`config.mk`:
```
export PLATFORM = sky130hd
export DESIGN_NAME = serial_demux_deser
export DESIGN_NICKNAME = d
export VERILOG_FILES = /design/src/rtl/serial_demux_deser.sv
export SDC_FILE = /design/constraint.sdc
export NUM_CORES = 1
export LEC_CHECK = 0
export CORE_MARGIN = 2
export CORE_UTILIZATION = 51
export DETAILED_ROUTE_END_ITERATION = 10
export PLACE_DENSITY_LB_ADDON = 0.15
export SYNTH_ARGS = -nofsm -noshare
export SYNTH_HDL_FRONTEND = slang
export SYNTH_HIERARCHICAL = 1
export SYNTH_SLANG_ARGS = --single-unit
export TNS_END_PERCENT = 50
```
`constraint.sdc`:
```
create_clock -name clock -period 3.54 [get_ports clock]
set_clock_uncertainty 0.1 [all_clocks]
set_input_delay 0.354 -clock clock [delete_from_list [all_inputs] [get_ports clock]]
set_output_delay 0.354 -clock clock [all_outputs]
set_load 0.05 [all_outputs]
```
`src/rtl/serial_demux_deser.sv`:
```
// serial_demux_deser: steers a serial bit stream into the slots of a
// parallel word using an internal slot counter as the select. Completed words
// are presented on a registered output with a valid/ready handshake.

// One assembly bit. A write takes priority over a clear, so a restart can
// clear the whole word and load slot 0 on the same edge.
module sdd_slot_cell (
  input  logic clock,
  input  logic resetn,
  input  logic clr_i,
  input  logic we_i,
  input  logic d_i,
  output logic q_o
);
  // assembly bit storage
  always_ff @(posedge clock or negedge resetn) begin
    if (!resetn)    q_o <= 1'b0;
    else if (we_i)  q_o <= d_i;
    else if (clr_i) q_o <= 1'b0;
  end
endmodule

module serial_demux_deser #(
  parameter  int WIDTH     = 4,
  parameter  bit MSB_FIRST = 1'b0,
  localparam int SW        = (WIDTH > 1) ? $clog2(WIDTH) : 1
) (
  input  logic             clock,
  input  logic             resetn,
  input  logic             in_valid,
  input  logic             in_bit,
  input  logic             start,
  input  logic             out_ready,
  output logic [WIDTH-1:0] out_data,
  output logic             out_valid,
  output logic             busy,
  output logic [SW-1:0]    slot,
  output logic             overrun
);
  localparam logic [SW-1:0] LAST = SW'(WIDTH - 1);

  typedef enum logic {IDLE, SHIFT} state_e;

  state_e             state_q, state_d;
  logic [SW-1:0]      slot_q, slot_d;
  logic [SW-1:0]      wr_slot;
  logic               wr, clr, complete;
  logic [WIDTH-1:0]   asm_q, we_vec, word;
  logic [WIDTH-1:0]   out_data_q, out_data_d;
  logic               out_valid_q, out_valid_d;
  logic               overrun_q, overrun_d;

  // state and slot counter registers
  always_ff @(posedge clock or negedge resetn) begin
    if (!resetn) begin
      state_q <= IDLE;
      slot_q  <= '0;
    end else begin
      state_q <= state_d;
      slot_q  <= slot_d;
    end
  end

  // frame sequencing: start/restart, per-slot writes and completion
  always_comb begin
    state_d  = state_q;
    slot_d   = slot_q;
    clr      = 1'b0;
    wr       = 1'b0;
    wr_slot  = '0;
    complete = 1'b0;
    case (state_q)
      IDLE: begin
        // bits without start are dropped while idle
        if (in_valid && start) begin
          clr     = 1'b1;
          wr      = 1'b1;
          slot_d  = SW'(1);
          state_d = SHIFT;
        end
      end
      SHIFT: begin
        if (in_valid) begin
          if (start) begin
            // restart wins even on the last slot; partial word is discarded
            clr    = 1'b1;
            wr     = 1'b1;
            slot_d = SW'(1);
          end else if (slot_q == LAST) begin
            // last bit goes straight into the output word, assembly clears
            complete = 1'b1;
            clr      = 1'b1;
            slot_d   = '0;
            state_d  = IDLE;
          end else begin
            wr      = 1'b1;
            wr_slot = slot_q;
            slot_d  = slot_q + SW'(1);
          end
        end
      end
      default: state_d = IDLE;
    endcase
  end

  // one cell per physical bit; logical slot maps through MSB_FIRST
  for (genvar p = 0; p < WIDTH; p++) begin : g_slot
    localparam int LOGI = MSB_FIRST ? (WIDTH - 1 - p) : p;
    assign we_vec[p] = wr && (wr_slot == SW'(LOGI));
    assign word[p]   = (slot_q == SW'(LOGI)) ? in_bit : asm_q[p];
    sdd_slot_cell u_cell (
      .clock  (clock),
      .resetn (resetn),
      .clr_i  (clr),
      .we_i   (we_vec[p]),
      .d_i    (in_bit),
      .q_o    (asm_q[p])
    );
  end

  // output holding register and handshake; a full, stalled buffer drops
  // the new word and flags overrun
  always_comb begin
    out_data_d  = out_data_q;
    out_valid_d = out_valid_q;
    overrun_d   = overrun_q;
    if (complete) begin
      if (!out_valid_q || out_ready) begin
        out_data_d  = word;
        out_valid_d = 1'b1;
      end else begin
        overrun_d = 1'b1;
      end
    end else if (out_valid_q && out_ready) begin
      out_valid_d = 1'b0;
    end
  end

  // output registers
  always_ff @(posedge clock or negedge resetn) begin
    if (!resetn) begin
      out_data_q  <= '0;
      out_valid_q <= 1'b0;
      overrun_q   <= 1'b0;
    end else begin
      out_data_q  <= out_data_d;
      out_valid_q <= out_valid_d;
      overrun_q   <= overrun_d;
    end
  end

  assign out_data  = out_data_q;
  assign out_valid = out_valid_q;
  assign overrun   = overrun_q;
  assign busy      = (state_q == SHIFT);
  assign slot      = slot_q;

endmodule

```
## Word level (Yosys, flattened, before mapping)

Index checks and enable logic that the tools add are counted.

| storage, ports and cells | value |
|---|---|
| memory bits (read-only) | 0 |
| register bits | 13 |
| logic and storage cells | 75 |
| memories | 0 |
| output and inout bits | 9 |
| bits in latches | 0 |
| bits in writable memories | 0 |
| bits of input ports | 6 |

| cells by class | value |
|---|---|
| muxes and demuxes | 35 |
| add/sub/neg operators | 1 |
| shifts and indexed selects | 0 |
| reductions and logical operators | 19 |
| $mul | 0 |
| magnitude comparators | 0 |
| equal/unequal tests | 9 |
| bitwise logic cells | 2 |
| div/mod/pow operators | 0 |

Operator list:

| cell | number |
|---|---|
| 1-bit two-way mux | 23 |
| 2-bit two-way mux | 8 |
| 2-bit nonzero test | 5 |
| 2-bit equality test (second input constant) | 4 |
| 2-bit AND reduction | 4 |
| 1-bit logical AND | 6 |
| 1-bit case mux with 2 select lines | 3 |
| 2-bit by 1-bit equality test with 1-bit output (second input constant) | 2 |
| 2-bit logical NOT | 2 |
| 2-bit != test (second input constant) | 2 |
| 2-bit case mux with 2 select lines | 1 |
| 2-bit by 1-bit adder with 2-bit output (second input constant) | 1 |
| 2-bit by 1-bit != test with 1-bit output (second input constant) | 1 |
| 1-bit inverter | 2 |
| 1-bit logical NOT | 1 |
| 1-bit logical OR | 1 |

## Depth between registers and ports, before layout

Gate-level depths: netlist (run 1).

| logic depth | value |
|---|---|
| depth in word-level cells | 8 |
| gate-level depth with buffers | 6 |

## Modules after synthesis

The synthesis (run 1) kept the hierarchy.

By module, submodules not included:

| module | cells an instance | seq. area each (µm²) | area each (µm²) | times used |
|---|---|---|---|---|
| serial_demux_deser | 48 | 225.2 | 556.8 | 1 |
| sdd_slot_cell | 3 | 25.0 | 37.5 | 3 |

## Worst setup path before layout (run 1)

Ideal clock, no wire load.

| path | value |
|---|---|
| path kind | register to register |
| start point | register slot_q[1] (netlist: slot[1]) |
| end point | register g_slot[0].u_cell.q_o |
| path buffers | 0 |
| arrival time | 1.692 ns |
| path slack | 1.627 ns |
| required time | 3.319 ns |
| cell stages (with the launch flop) | 7 |
| cells stage by stage | dfrtp_1 inv_1 ha_1 nor4b_1 o21a_1 nor2_1 a22o_1 |

| between the ends | value |
|---|---|
| longest elaborated chain between the ends | 8 |

RTL lines:

| element | RTL line | text |
|---|---|---|
| from (decl) | 45 | `logic [SW-1:0] slot_q, slot_d;` |
| from (signal assigned) | 60 | `slot_q <= slot_d;` |
| 2-bit equality test | 89 | `end else if (slot_q == LAST) begin` |
| 2-bit two-way mux | 89 |  |
| 2-bit two-way mux | 84 | `if (start) begin` |
| 2-bit two-way mux | 83 | `if (in_valid) begin` |
| 2-bit two-way mux | 72 | `case (state_q)` |
| 2-bit logical NOT | 109 | `assign we_vec[p] = wr && (wr_slot == SW'(LOGI));` |
| 1-bit logical AND (*) | 109 |  |
| net we_vec[0] | 48 | `logic [WIDTH-1:0] asm_q, we_vec, word;` |
| 1-bit two-way mux or 2-bit nonzero test (tied branches) | - |  |
| to (signal assigned) | 18 | `else if (we_i) q_o <= d_i;` |
| to (decl) | 13 | `output logic q_o` |

Mark *: on every way through the listed nets, which the timed path passes. The rest lies on a longest branch.
A chain may end at the register's enable or synchronous reset.

## Worst setup path in the final report (run 1)

| path | value |
|---|---|
| start point | register state_q (netlist: busy) |
| end point | output port busy |

RTL lines:

| element | RTL line | text |
|---|---|---|
| from (decl) | 44 | `state_e state_q, state_d;` |
| from (signal assigned) | 59 | `state_q <= state_d;` |
| to (decl) | 36 | `output logic busy,` |

No word-level cell between the ends.

==> impl_results.md, run 1 <==
* Antenna violations before repair at 0
* Worst path top cell family by delay: buffers and inverters
* Worst Setup SP: busy
* Tcrit/Tclk final at around three fifths
* FP Rows at 13
* Worst Setup Slack, final at ~1500 ps
* Synth Area in XOR/XNOR at 0%
* Outcome: complete, no violations
* Chip height at around 40 um
* Routed WL per cell at about 13 um
* Postcts setup bufs at 0
* Largest net degree at the start of global routing at 13
* CTS tree: yes
* Crit path cell chain: clkdlybuf4s50_1
* Simple-gate share of the synthesized area at a little under a fifth
* CTS Buf Count at 3
* Remaining DRCs at 0
* Relative slew slack at about 65%
* Die W at between 40 and 50 um
* CTS Hold Buffers Added at 0
* CP arrival at roughly 1600 ps
* Clock Sink Count at 12
* Hold Crit Class: input pin to async pin
* Complex-gate fraction of the synthesized area at 11.2%
* Final-report hold violation count at 0
* Final setup vio count at 0
* GPL Wtd Cong at about 0.67
* Post-synth top area share at 44.9%
* #FFs+latches synth at 12
* CP Capture Type: primary output
* Final ANT Viol Nets at 0
* CTS H-tree depth at 1
* GRT Total Usage at around 18%
* Antenna cells at 0
* NumNets Final at just under 90
* Initial Util at between 50% and 60%
* Post-Syn Instances at 57
* Total wire length at 1190 um
* WP buf/inv at 1
* CP Data Required Time at approximately 3100 ps
* Via-per-instance ratio at 5.49
* Setup tns final at 0 ps
* Leakage at between 0.4 and 0.5 nW
* Clock latency on the worst-skew pair at 270 ps
* Peak VDD IR at around 380 uV
* Core Footprint at around 0.0013 sq mm
* Worst-margin pin slew at 529 ps
* Reg2Reg Launch Point: slot[0]
* TritonRoute pass-1 iters at 4
* Number of max-cap violations at 0
* Area growth from synthesis to final layout at 28.4%
* Largest family of logic cells by synthesized area: simple AND/OR/NAND/NOR gates
* First DRT Iteration DRCs at 5
* Post-Syn Area per Cell at roughly 12 sq um
* Synth area leaders: dfrtp_1 45%, ha_1 11%, a22o_1 6.5%
* Pwr dens at 781 mW/mm^2
* Post-Syn Nets at 69
* Setup CP Type: register to primary output
* WHS at 322 ps
* Die area at 0.00162 sq mm
* Unrepaired setup endpoints after global routing: no
* CTS root buffer: clkbuf_4
* Fraction of layout cells with a size suffix above 1 at between 15 and 20%
* Tot Pwr at approximately 0.67 mW
* FMAX at between 0.4 and 0.5 GHz
* Filler Cells Inserted at around 100
* Crit-path slowest cell: clkdlybuf4s50_1
* Final core utilization at around two thirds
* Place WS at between 1500 and 2000 ps
* I/O Buffers at 14
* Post-synthesis adder-cell area fraction at about 11%
* GRT overflow at 0
* CTS clk-pin slew, worst paths at 80 ps
* Area of the multi-input gates at 357 sq um
* PostCTS Resize Cnt at 0
* Seq. cell area at ~300 sq um
* Synth warn at 6
* Fin crit period at 2070 ps
* I/O pin total at 15
* Mapped cell area at roughly 670 sq um
* Sequential area share after synthesis at approximately 45%
* Pins over their slew limit at 0
* CP max stage delay at between 800 and 900 ps
* First-pass GRT wire length at between 1500 and 2000 um
* Yosys top cell by area: dfrtp_1
* Post-synth cell types at 23
* Clk buf depth at 2
* Worst Setup Start Kind: register
* Mux share of post-synthesis cell area at 12.3%
* DR vias at 489
* Crit-path max FO at 9
* Number of global-route vias before repair at between 400 and 500
* Placed wire-length estimate at between 900 and 1000 um
-- per-stage QoR --
stage	cells	instance area, sq um
floorplan	57	669
detailed placement	85	823
global route	89	860
finish	89	860
CTS	89	860
global placement	85	823
-- flip-flops by register name (all words and copies together) (netlist names) --
signal	flops
out_data	4
g_slot.u_cell/q_o	3
slot	2
busy	1
out_valid	1
overrun	1
-- worst paths after layout --
path | slack, ps | end | cells past startpoint
worst min register to register | 390 | out_data[3] | 1
max in group asynchronous | 2660 | out_data[3] | 1
min in group clock | 390 | out_data[3] | 1
worst max-delay path | 1470 | busy | 1
worst max register to register | 1770 | out_data[0] | 4
worst min-delay path | 320 | g_slot[1].u_cell/q_o | 1
-- synthesized netlist by cell type (all sizes together) --
cell and n:
and2b 1, nand2 5, buf 1, dfrtp 12, a22o 5, nor2b 1, mux2 7, nor3b 1
a31o 1, a21oi 1, nand4b 1, inv 2, nor2 6, or2b 1, and3b 1, ha 6
o21ai 2, and4bb 1, nor4b 1, o21a 1
-- layout make-up --
type	count	area share, %
multi-input combinational	42	41.5
sequential	12	34.9
clock buffer	4	4.22
inverter	2	0.873
tap	15	2.18
timing repair buffer	14	16.3
-- kinds of logic after synthesis --
family	Yosys count
buffers and inverters	3
adders and majority gates	6
muxes	7
AOI/OAI and AO/OA	10
DFF	12
and+or+nand+nor	19
-- power breakdown --
part           internal (mW)  switching, mW
logic                  0.139          0.204
clock network         0.0625         0.0458
registers              0.179         0.0413
total                  0.380          0.291
-- metal layers --
layer,vias to the layer above,wire [um],track usage (%)
met5,-,0,0
met4,0,13,5.00
met1,236,572,23.4
li1,238,-,-
met2,13,536,29.4
met3,2,68,5.00
-- cell usage in the layout, fill, tap and decap left out --
cell / count
a21oi_1: 1
nand4b_2: 1
and4bb_2: 1
and2b_2: 1
nor3b_1: 1
clkbuf_8: 1
dfrtp_1: 12
a31o_2: 1
clkbuf_4: 3
nor4b_1: 1
inv_1: 2
nor2_4: 1
mux2_2: 3
o21a_1: 1
or2b_1: 1
nand2_1: 5
nor2_1: 5
mux2_1: 3
and3b_1: 1
clkdlybuf4s50_1: 14
nor2b_1: 1
o21ai_0: 2
ha_1: 6
a22o_1: 5
mux2_4: 1
Power figures use the tool's default switching activity.
==> run 2: changes to the inputs <==
--- a/config.mk
+++ b/config.mk
@@ -6,7 +6,7 @@
 export NUM_CORES = 1
 export LEC_CHECK = 0
 export CORE_MARGIN = 2
-export CORE_UTILIZATION = 51
+export CORE_UTILIZATION = 47
 export DETAILED_ROUTE_END_ITERATION = 10
 export PLACE_DENSITY_LB_ADDON = 0.15
 export SYNTH_ARGS = -nofsm -noshare
==> constraint.sdc (replaced) <==
create_clock -name clock -period 2.05 [get_ports clock]
set_clock_uncertainty 0.1 [all_clocks]
set_input_delay 0.205 -clock clock [delete_from_list [all_inputs] [get_ports clock]]
set_output_delay 0.205 -clock clock [all_outputs]
set_load 0.05 [all_outputs]
==> run 2 against run 1 <==
  * Die area is 7.6% higher
  * Cell count unchanged
  * Clock power grew 77%
  * Non-clock buffer count stayed put
  * Routed wire length increased by 4.8%
  * Sequential share of layout area unchanged
  * Worst hold slack got worse by 130 ps
  * Total power rose by 73%
  * Global-route usage down 1.1 points
  * Combinational power up 72%
  * Utilization down 2.5 points
  * Critical endpoint is now slot[0]
  * Largest cell class unchanged
==> impl_results.md, run 2 (synthesis gave the netlist of run 1 again) <==
* Outcome: complete, no violations
* Total wire length at approximately 1200 um
* CTS clk-pin slew, worst paths at about 80 ps
* Relative slew slack at a little over three fifths
* I/O Buffers at 14
* Die W at ~42 um
* Unrepaired setup endpoints after global routing: no
* Crit path cell chain: clkdlybuf4s50_1
* Worst-margin pin slew at 555 ps
* Clock Sink Count at 12
* Clock latency on the worst-skew pair at 270 ps
* First-pass GRT wire length at between 2000 and 2500 um
* Crit-path max FO at 7
* Hold Crit Class: input pin to async pin
* Final setup vio count at 0
* Pwr dens at approximately 1400 mW/mm^2
* Antenna cells at 0
* CP arrival at around 1600 ps
* I/O pin total at 15
* Number of max-cap violations at 0
* Antenna violations before repair at 0
* Die area at around 0.0017 sq mm
* WP buf/inv at 1
* CTS Hold Buffers Added at 0
* Crit-path slowest cell: clkdlybuf4s50_1
* Clk buf depth at 2
* Placed wire-length estimate at 927 um
* Leakage at just over 0.4 nW
* CP Data Required Time at approximately 1800 ps
* Pins over their slew limit at 0
* NumNets Final at 87
* Number of global-route vias before repair at 495
* Chip height at approximately 42 um
* Setup tns final at 0 ps
* CP Capture Type: primary output
* Setup CP Type: register to primary output
* First DRT Iteration DRCs at 3
* PostCTS Resize Cnt at 0
* Final ANT Viol Nets at 0
* Worst Setup Start Kind: register
* Most frequent cells in the layout: 14 x clkdlybuf4s50_1, 12 x dfrtp_1, 6 x ha_1
* Tcrit/Tclk final at between 90% and 100%
* Fin crit period at 1920 ps
* CTS H-tree depth at 1
* Area growth from synthesis to final layout at 28.4%
* CP max stage delay at ~860 ps
* Remaining DRCs at 0
* Routed WL per cell at 14.0 um
* Initial Util at between 50% and 60%
* FP Rows at 13
* GPL Wtd Cong at roughly 0.7
* GRT overflow at 0
* TritonRoute pass-1 iters at 2
* CTS root buffer: clkbuf_4
* WHS at 189 ps
* CTS Buf Count at 3
* Most common cell after layout, fill and taps aside: clkdlybuf4s50_1
* Core Footprint at 0.00132 sq mm
* R2R setup slack at roughly 270 ps
* CTS tree: yes
* Fraction of layout cells with a size suffix above 1 at ~18%
* DR vias at between 400 and 500
* FMAX at 0.520 GHz
* Worst path top cell family by delay: buffers and inverters
* Via-per-instance ratio at approximately 5.2
* Peak VDD IR at about 770 uV
* Final-report hold violation count at 0
* Largest register FFs at 4
* Postcts setup bufs at 0
* Largest net degree at the start of global routing at 13
* GRT Total Usage at around 17%
==> run 2: cell type report <==
class                      instances  area, sq um
multi-input combinational         42          357
timing repair buffer              14          140
clock buffer                       4         36.3
sequential                        12          300
fill                             104          458
tap                               15         18.8
inverter                           2         7.51
==> run 2: final timing paths <==
check	from	endpoint	cells after the start
min in group clock	overrun	overrun	1
hold reg to reg	overrun	overrun	1
max in group asynchronous	resetn	out_valid	1
hold / removal	resetn	g_slot[1].u_cell/q_o	1
setup / recovery	slot[0]	slot[0]	1
setup reg to reg	slot[0]	g_slot[2].u_cell/q_o	5
==> run 2: through the flow <==
stage / util, % / cell area (sq um) / std cells / power [mW] / setup WS [ps]
floorplan: - / 669 / 57 / 0.787 / 137
finish: 65.2 / 860 / 89 / 1.16 / 127
global placement: 62.5 / 823 / 85 / 0.972 / 280
CTS: 65.2 / 860 / 89 / 1.17 / 121
detailed placement: 62.5 / 823 / 85 / 0.978 / 279
global route: 65.2 / 860 / 89 / 1.24 / 63.8
==> run 2: where the power goes <==
part | leakage, nW | switching, mW | internal (mW) | total [mW]
combinational | 0.236 | 0.353 | 0.238 | 0.591
sequential | 0.154 | 0.0716 | 0.309 | 0.380
clock | 0.0210 | 0.0830 | 0.108 | 0.191
==> run 2: layer usage <==
metal  global-route usage, %  vias to the layer above  share of wire (%)
met5                       0                        -                  0
met4                    3.87                        0                  0
met3                    5.65                        0                3.0
met2                    25.6                        8                 47
met1                    23.6                      223                 50
li1                        -                      235                  -
==> run 3: changes to the inputs <==
--- a/config.mk
+++ b/config.mk
@@ -5,9 +5,12 @@
 export SDC_FILE = /design/constraint.sdc
 export NUM_CORES = 1
 export LEC_CHECK = 0
+export CELL_PAD_IN_SITES_DETAIL_PLACEMENT = 0
+export CELL_PAD_IN_SITES_GLOBAL_PLACEMENT = 1
 export CORE_MARGIN = 2
-export CORE_UTILIZATION = 47
+export CORE_UTILIZATION = 37
 export DETAILED_ROUTE_END_ITERATION = 10
+export HOLD_SLACK_MARGIN = 0.03
 export PLACE_DENSITY_LB_ADDON = 0.15
 export SYNTH_ARGS = -nofsm -noshare
 export SYNTH_HDL_FRONTEND = slang
==> run 3 against run 2 <==
  * Maximum frequency increased by 0.20%
  * Flip-flop and latch count unchanged
  * Sequential power about the same
  * Worst hold slack improved by 3.6 ps
  * Critical path depth unchanged
  * Setup slack improved by 3.8 ps
  * Die area increased by 24%
  * Highest routed layer unchanged
  * Via count increased by 2.1%
  * Final area increased by 1.5%
  * Non-clock buffer count unchanged
  * Clock power about the same
  * Total power decreased by 0.60%
==> impl_results.md, run 3 (synthesis gave the netlist of run 1 again) <==
* GPL Wtd Cong at roughly 0.69
* Final-report hold violation count at 0
* Leakage at 0.411 nW
* Largest register FFs at 4
* Total wire length at between 1000 and 1500 um
* Routed WL per cell at approximately 13 um
* Worst-margin pin slew at about 560 ps
* Setup tns final at 0 ps
* Worst path top cell family by delay: buffers and inverters
* FP Rows at 15
* I/O Buffers at 14
* Switching Share at between 40% and 50%
* Finished layout cell area at between 800 and 900 sq um
* Gate power share at between 50% and 60%
* Filler Cells Inserted at around 160
* TritonRoute pass-1 iters at 2
* Placed Area at 836 sq um
* Fraction of layout cells with a size suffix above 1 at 17.6%
* Worst Setup Start Kind: register
* CP max stage delay at about 860 ps
* Clock Sink Count at 12
* Placed Cells at between 90 and 100
* Final setup vio count at 0
* Final ANT Viol Nets at 0
* Reg2Reg Launch Point: slot[0]
* GRT overflow at 0
* Initial Util at 39.2%
* Seq. cell area at about 300 sq um
* CTS H-tree depth at 1
* Peak VDD IR at about 650 uV
* Unrepaired setup endpoints after global routing: no
* WHS at between 150 and 200 ps
* Area growth from synthesis to final layout at 30.3%
* Pint at 0.655 mW
* Fin crit period at roughly 1900 ps
* Number of global-route vias before repair at 451
* Relative slew slack at 62.6%
* CTS tree: yes
* Setup CP Type: register to primary output
* Number of max-cap violations at 0
* Crit path cell chain: clkdlybuf4s50_1
* Area of the multi-input gates at ~360 sq um
* Clock latency on the worst-skew pair at around 270 ps
* Routing usage on met2 at a little over 20%
* Most frequent cells in the layout: 14 x clkdlybuf4s50_1, 12 x dfrtp_1, 6 x ha_1
* CTS Hold Buffers Added at 0
* Postcts setup bufs at 0
* CP Capture Type: primary output
* I/O pin total at 15
* First DRT Iteration DRCs at 6
* FF-to-FF path depth at 5
* Die W at about 47 um
* Switching pwr at roughly 0.50 mW
* Pins over their slew limit at 0
* NumNets Final at 87
* Antenna cells at 0
* Clk buf depth at 2
* Final core utilization at 51.1%
* Crit-path slowest cell: clkdlybuf4s50_1
* Finished Layout Cells at just under 100
* CP arrival at ~1600 ps
* CTS clk-pin slew, worst paths at approximately 80 ps
* First-pass GRT wire length at about 2100 um
* GR Layer Usage met3 at under 10%
* CTS Buf Count at 3
* Antenna violations before repair at 0
* Placed wire-length estimate at roughly 930 um
* R2R setup slack at approximately 280 ps
* Tot Pwr at roughly 1.2 mW
* Outcome: complete, no violations
* R2r endpoint: g_slot[2].u_cell/q_o
* Die area at between 0.002 and 0.0025 sq mm
* Sequential Power Share at between 30% and 40%
* GRT Total Usage at between 10% and 20%
* Remaining DRCs at 0
* Chip height at about 47 um
* Place WS at between 200 and 300 ps
* Via-per-instance ratio at just under 5
* GRT Max-Usage Layer: met2
* PostCTS Resize Cnt at 0
* Largest net degree at the start of global routing at 13
* Hold Crit Class: input pin to async pin
* Most common cell after layout, fill and taps aside: clkdlybuf4s50_1
* Pwr dens at approximately 1300 mW/mm^2
* GR Layer Usage met1 at 18.8%
* DR vias at approximately 480
* CTS root buffer: clkbuf_4
* CP Data Required Time at between 1500 and 2000 ps
* Tcrit/Tclk final at between 90% and 100%
* WP buf/inv at 1
* Clock power frac at 16.3%
* FMAX at about 0.52 GHz
* Crit-path max FO at 9
* Core Footprint at around 0.0017 sq mm
* Worst Setup Slack, final at approximately 130 ps
## run 3: cell counts in the layout (fill, tap and decap cells not counted)
No cell type changed its count.
## run 3: area by class of cell
class / count / area share [%]
Clock buffer: 4 / 4.16
Inverter: 2 / 0.861
Multi-Input combinational cell: 42 / 40.9
Sequential cell: 12 / 34.4
Tap cell: 25 / 3.59
Timing Repair Buffer: 14 / 16.1
## run 3: worst max-delay path by stage
stage / from / endpoint / cells past startpoint
finish: busy / busy / 1
global route: busy / busy / 1
floorplan: slot[1] / g_slot[0].u_cell/q_o / 6
global placement: in_valid / g_slot[2].u_cell/q_o / 5
detailed placement: start / out_data[3] / 4
CTS: busy / busy / 1
## run 3: power by group through the flow
stage	logic, mW	clock network (mW)	registers [mW]
after global routing	0.634	0.215	0.393
after global placement	0.591	0	0.385
final	0.589	0.188	0.379
after floorplan	0.207	0	0.580
after CTS	0.595	0.196	0.379
after detailed placement	0.593	0	0.384
## run 3: routing by layer
layer  wire, um  share of wire (%)
met2        582                 47
met1        615                 49
met3         51                4.1
met5          0                  0
met4          0                  0
